<file path="config.mk">
export PLATFORM = sky130hd
export DESIGN_NAME = trailing_one_scanner
export DESIGN_NICKNAME = d
export VERILOG_FILES = /design/src/rtl/trailing_one_scanner_pkg.sv /design/src/rtl/ones_index_core.sv /design/src/rtl/trailing_one_scanner.sv
export SDC_FILE = /design/constraint.sdc
export NUM_CORES = 1
export LEC_CHECK = 0
export ABC_CLOCK_PERIOD_IN_PS = 2300
export CORE_UTILIZATION = 45
export CTS_CLUSTER_SIZE = 28
export DETAILED_ROUTE_END_ITERATION = 6
export DONT_BUFFER_PORTS = 1
export GPL_TIMING_DRIVEN = 0
export PLACE_DENSITY = 0.68
export SKIP_CTS_REPAIR_TIMING = 1
export SYNTH_ARGS = -nofsm -noshare
export SYNTH_HDL_FRONTEND = slang
export SYNTH_SLANG_ARGS = --single-unit
</file>
<file path="constraint.sdc">
create_clock -name i_clk -period 2.3 [get_ports i_clk]
set_input_delay 0.46 -clock i_clk [delete_from_list [all_inputs] [get_ports i_clk]]
set_output_delay 0.46 -clock i_clk [all_outputs]
set_load 0.02 [all_outputs]
</file>
<file path="src/rtl/trailing_one_scanner_pkg.sv">
// Shared types and constants for the trailing/leading one scanner.
package trailing_one_scanner_pkg;

  typedef enum logic {
    IDLE = 1'b0,
    SCAN = 1'b1
  } state_t;

  localparam logic DIR_LSB = 1'b0;
  localparam logic DIR_MSB = 1'b1;

endpackage

</file>
<file path="src/rtl/ones_index_core.sv">
// Combinational priority pick of the lowest or highest set bit of a mask,
// plus found and exactly-one-bit-set flags.
module ones_index_core
  import trailing_one_scanner_pkg::*;
#(
  parameter int unsigned DATA_WD = 8,
  parameter int unsigned IND_WD  = $clog2(DATA_WD)
) (
  input  logic [DATA_WD-1:0] mask,
  input  logic               dir,
  output logic [IND_WD-1:0]  index,
  output logic               found,
  output logic               single
);

  always_comb begin
    index = '0;
    found = 1'b0;
    // Ascending walk: LSB mode keeps the first hit, MSB mode keeps the last.
    for (int unsigned i = 0; i < DATA_WD; i++) begin
      if (mask[i] && (dir == DIR_MSB || !found)) begin
        index = IND_WD'(i);
        found = 1'b1;
      end
    end
    single = found && ((mask & (mask - DATA_WD'(1))) == '0);
  end

endmodule

</file>
<file path="src/rtl/trailing_one_scanner.sv">
// Bit-scan engine: accepts a vector over valid/ready and emits the index of
// every set bit, one beat per cycle, LSB-first or MSB-first.
module trailing_one_scanner
  import trailing_one_scanner_pkg::*;
#(
  parameter int unsigned DATA_WD = 8,
  parameter int unsigned IND_WD  = $clog2(DATA_WD)
) (
  input  logic               i_clk,
  input  logic               i_rst_n,
  input  logic               i_valid,
  output logic               o_ready,
  input  logic [DATA_WD-1:0] i_a,
  input  logic               i_dir,
  input  logic               i_flush,
  output logic               o_valid,
  input  logic               i_ready,
  output logic [IND_WD-1:0]  o_index,
  output logic               o_last,
  output logic               o_none
);

  state_t               state_q, state_d;
  logic [DATA_WD-1:0]   mask_q, mask_d;
  logic                 dir_q, dir_d;
  logic                 zero_q, zero_d;

  logic [IND_WD-1:0]    core_index;
  logic                 core_found;
  logic                 core_single;
  logic                 accept;
  logic                 out_hs;

  ones_index_core #(
    .DATA_WD (DATA_WD),
    .IND_WD  (IND_WD)
  ) u_core (
    .mask   (mask_q),
    .dir    (dir_q),
    .index  (core_index),
    .found  (core_found),
    .single (core_single)
  );

  // Outputs come only from registered state; o_ready also sees i_ready so a
  // new vector can be taken on the final beat without a bubble.
  always_comb begin
    o_valid = (state_q == SCAN);
    o_index = (o_valid && core_found) ? core_index : '0;
    o_last  = o_valid && (zero_q || core_single);
    o_none  = o_valid && zero_q;
    o_ready = i_rst_n && !i_flush &&
              (state_q == IDLE || (o_valid && o_last && i_ready));
    accept  = i_valid && o_ready;
    out_hs  = o_valid && i_ready;
  end

  always_comb begin
    state_d = state_q;
    mask_d  = mask_q;
    dir_d   = dir_q;
    zero_d  = zero_q;
    if (i_flush) begin
      state_d = IDLE;
      mask_d  = '0;
      zero_d  = 1'b0;
    end else begin
      if (out_hs) begin
        mask_d = mask_q & ~(DATA_WD'(1) << core_index);
        if (o_last) begin
          state_d = IDLE;
          zero_d  = 1'b0;
        end
      end
      if (accept) begin
        state_d = SCAN;
        mask_d  = i_a;
        dir_d   = i_dir;
        zero_d  = (i_a == '0);
      end
    end
  end

  always_ff @(posedge i_clk or negedge i_rst_n) begin
    if (!i_rst_n) begin
      state_q <= IDLE;
      mask_q  <= '0;
      dir_q   <= DIR_LSB;
      zero_q  <= 1'b0;
    end else begin
      state_q <= state_d;
      mask_q  <= mask_d;
      dir_q   <= dir_d;
      zero_q  <= zero_d;
    end
  end

endmodule

</file>
-- Yosys cells after proc, flatten, opt, wreduce, memory -nomap -nowiden
Index checks and enable logic that the tools add are counted.
- output and inout bits: 7
- input bits: 14
- register bits after elaboration: 11
- word-level logic and storage cells: 76
- shift operators: 1
- reductions and logical operators: 40
- multiplexer cells: 25
- add/subtract/negate cells: 1
- bitwise operators: 5
- operators with widths (cell ; count):
    $mux W8 ; 3
    $mux W3 ; 7
    $logic_and A1 B1 Y1 ; 17
    $and A8 B8 Y8 ; 2
    $logic_not A8 Y1 ; 2
    $mux W1 ; 15
    $logic_or A1 B1 Y1 ; 9
    $logic_not A1 Y1 ; 8
    $not A8 Y8 ; 1
    $shl A1 B3 Y8 const A ; 1
    $sub A8 B1 Y8 const B ; 1
    $reduce_bool A3 Y1 ; 2
    $reduce_and A2 Y1 ; 2
    $not A1 Y1 ; 2

-- Longest topological paths before layout
- word-level depth: 39
- depth in mapped cells: 8
- mapped depth without buffers: 6

-- Hierarchy
From an unflattened synthesis, not the netlist that was laid out.
- cell total of the unflattened synthesis: 124
- area, all modules: 1071.0 um^2
- by module, submodules not included (module ; seq. area each (um^2) ; cells an instance ; area an instance (um^2) ; instances):
    trailing_one_scanner ; 275.3 ; 87 ; 824.5 ; 1
    ones_index_core ; 0.0 ; 37 ; 246.5 ; 1

-- Worst setup path before layout
Ideal clock, no wire load.
- kind: reg-to-output
- start point: register mask_q[0]
- end point: output o_ready
- slack: -186 ps
- cell stages (with the launch flop): 8
- required time: 1840 ps
- data arrival time: 2026 ps
- buffers on the path: 2
- path through: dfrtp_1 -> buf_6 -> or4_1 -> buf_2 -> a2111oi_4 -> a211o_2 -> a31o_2 -> and3_1
- cells in the longest elaborated chain, start to end: 36
- elaborated cells between the ends (all ways): 39
- classes of those cells: add/sub: 1; mux: 8; bitwise: 1; reduce/logical: 29
- RTL lines (element ; RTL line ; text):
    start: declaration ; trailing_one_scanner.sv:24 ; logic [DATA_WD-1:0] mask_q, mask_d;
    start signal: assignment ; trailing_one_scanner.sv:92 ; mask_q <= mask_d;
    $mux W1 ; ones_index_core.sv:21 ; if (mask[i] && (dir == DIR_MSB || !found)) begin
    $logic_not A1 Y1 ; ones_index_core.sv:21 ;
    $logic_or A1 B1 Y1 ; ones_index_core.sv:21 ;
    $logic_and A1 B1 Y1 ; ones_index_core.sv:21 ;
    $mux W1 ; ones_index_core.sv:21 ;
    $logic_not A1 Y1 ; ones_index_core.sv:21 ;
    $logic_or A1 B1 Y1 ; ones_index_core.sv:21 ;
    $logic_and A1 B1 Y1 ; ones_index_core.sv:21 ;
    (+19 left out) ; n/a ;
    $logic_and A1 B1 Y1 ; ones_index_core.sv:21 ;
    $mux W1 ; ones_index_core.sv:21 ;
    $logic_and A1 B1 Y1 (*) ; ones_index_core.sv:26 ; single = found && ((mask & (mask - DATA_WD'(1))) == '0);
    $logic_or A1 B1 Y1 (*) ; trailing_one_scanner.sv:50 ; o_last = o_valid && (zero_q || core_single);
    $logic_and A1 B1 Y1 (*) ; trailing_one_scanner.sv:50 ;
    $logic_and A1 B1 Y1 (*) (2 in a row) ; trailing_one_scanner.sv:53 ; (state_q == IDLE || (o_valid && o_last && i_ready));
    $logic_or A1 B1 Y1 (*) ; trailing_one_scanner.sv:53 ;
    $logic_and A1 B1 Y1 (*) ; trailing_one_scanner.sv:52 ; o_ready = i_rst_n && !i_flush &&
    end: declaration ; trailing_one_scanner.sv:12 ; output logic o_ready,
Every way passes the cells marked *; elsewhere a longest branch is shown, timed or not.

-- Worst setup path in the final report
Ends and elaborated chain as after synthesis.

==> impl_metrics.ini <==
[placed_design]
placed_cell_area_um2 = 987
portBuffers = 0
place.gp.congestion = 0.893
hpwl_um = 1650

[layout]
design_area_um2 = 1120
final_cell_mix = 9 x nor2_1, 9 x dfrtp_1, 8 x o21ai_0, 6 x nor3_1, 6 x buf_4
area_growth_pct = 21.7
fill_cells = 171
diodes = 0
num-nets-final = 134
post-route-util_pct = 61.6
drive_above_1_share_pct = 30.3

[worst_hold_path]
hp-class = in -> reg

[global_routing]
grt_pass1_wl_um = 3260
antenna_found_initial = 0
grt-ovfl-total = 0
grt_usage_pct = 21.2
grt_start_max_net_pins = 14
grt_pass1_vias = 696

[sta]
skew_ns = 0.00935
fin_crit_ns = 2.55
drv_slew = 0
max_freq_mhz = 393
rsz0062_at_grt = true
finalWorstSetupSlack_ns = -0.247
hold_viol = 0
worst_pin_slew_ns = 0.633
period_share_pct = 111
finalSetupViolCount = 6
slew-limit-headroom_pct = 57.3

[synth]
avgSynthCellArea_um2 = 8.61
synth_top_area_share_pct = 29.9
syn_nets = 121
ys_ff_latch = 11
synth_top_area_cell = dfrtp_1
synth_area_um2 = 921
synth.distinct_cells = 44
syn_inst = 107
synth_ff_type = dfrtp_1
synth_edf_count = 0
async_flop_share_pct = 100
yosys-top-cells-area = dfrtp_1 30%, o21ai_0 4.3%, nor2_1 4.1%, mux2_2 3.7%, nor3_1 3.3%
yosys_warnings = 0
ys_seq_area_share_pct = 29.9

[die]
rows = 15
die_w_um = 47.2
die_h_um = 47.2
coreArea_um2 = 1820
start_util_pct = 50.6
io-pin-count = 21
die_area_um2 = 2230

[job]
cap_violations = 0

[power]
power.total_uw = 608
powerDensity_nw_per_um2 = 543
peakVddDrop_mv = 0.361
p_leak_nw = 0.468

[detailed_routing]
remaining_drc_errors = 0
drtIter0Drc = 29
wl_met2_um = 1160
drtAntennaViolNets = 0
wl_met1_um = 1140
first_pass_iters = 4
wirelength_um = 2410
vias = 912
routed.top_layer = met4
avgRoutedWirePerCell_um = 16.7
met3_length_um = 92
viasPerCell = 6.33

[worst_setup_path]
end_kind = primary output
required_ns = 1.84
arrival_ns = 2.09
path_max_fanout = 7
crit_type = reg -> out
start_kind = register

[clock_network]
path_clk_slew_ns = 0.08
cts_made_buffers = 3
cts_tree = done
cts_max_level = 1
cts_root_buf = clkbuf_4
cts_max_path_buffers = 2
insertion_delay_ns = 0.27
clkSinkCount = 11

[outcome]
status = finished with violations
violations = setup timing
==> per-layer routing <==
metal  vias to the layer above  GRT usage (%)
li1                        442              -
met1                       439           31.4
met3                         2           2.69
met4                         0           8.57
met2                        29           31.0
met5                         -              0
==> synth_stat cells (2+ instances only) <==
| cell | count |
|---|---|
| a21oi_1 | 5 |
| or4_1 | 2 |
| o311a_1 | 2 |
| nand3_1 | 5 |
| nor3_1 | 6 |
| mux2_2 | 3 |
| buf_2 | 4 |
| nor2_1 | 10 |
| nor4_1 | 4 |
| o21ai_0 | 8 |
| inv_1 | 3 |
| dfrtp_1 | 11 |
| nand2_1 | 5 |
| or2_2 | 2 |
| o211a_1 | 2 |
| o211ai_1 | 3 |
| o41ai_1 | 2 |
| clkbuf_1 | 3 |
| nor3b_1 | 2 |
==> metrics by stage <==
stage | setup WS [ns] | hold WS (ns) | TNS [ns] | std cells
floorplan | -0.0735 | 0.164 | -0.268 | 107
global placement | -0.252 | 0.165 | -1.54 | 132
detailed placement | -0.272 | 0.165 | -1.78 | 132
CTS | -0.485 | -0.128 | -2.71 | 136
global route | -0.321 | 0.239 | -1.57 | 144
finish | -0.247 | 0.244 | -0.930 | 144
==> cell type report <==
type | count | area, um2 | share of cell area (%)
Timing Repair Buffer | 9 | 86.3 | 7.70
Clock buffer | 4 | 26.3 | 2.34
Sequential cell | 11 | 278 | 24.8
Tap cell | 25 | 31.3 | 2.79
Multi-Input combinational cell | 84 | 639 | 57.0
Inverter | 4 | 15.0 | 1.34
Buffer | 7 | 45.0 | 4.02
==> final timing paths <==
kind,to,start,slack [ns],cells past startpoint
min in group asynchronous,mask_q[5]$_DFFE_PN0P_,i_rst_n,0.59,1
worst max register to register,mask_q[4]$_DFFE_PN0P_,mask_q[0]$_DFFE_PN0P_,-0.10,8
max in group asynchronous,mask_q[4]$_DFFE_PN0P_,i_rst_n,1.34,1
worst min register to register,zero_q$_DFFE_PN0P_,zero_q$_DFFE_PN0P_,0.59,1
worst max-delay path,o_ready,mask_q[0]$_DFFE_PN0P_,-0.25,6
worst min-delay path,o_valid$_DFFE_PN0P_,i_flush,0.24,1
==> power breakdown <==
part / switching [mW] / leakage (nW) / total (mW) / internal [mW]
sequential: 0.0140 / 0.145 / 0.221 / 0.207
clock: 0.0651 / 0.0150 / 0.132 / 0.0670
combinational: 0.146 / 0.308 / 0.255 / 0.109
==> flip-flops by register name, indices dropped and copies added, names as in the netlist <==
signal,cells
o_valid,1
dir_q,1
mask_q,8
zero_q,1
==> cell families after synthesis <==
kind of cell	Yosys count	synth area share, %
compound gates	39	35.1
xor+xnor	1	0.951
buf+inv	12	6.25
flops	11	29.9
mux	3	3.67
simple gates	41	24.2
==> critical path: stages (launching register included) <==
cell and delay (ns):
dfrtp_1 0.37, buf_6 0.13, or4_4 0.56, a2111oi_4 0.20, a211o_2 0.19, a31o_4 0.16
and3_4 0.21
(Power assumes the default switching activity.)
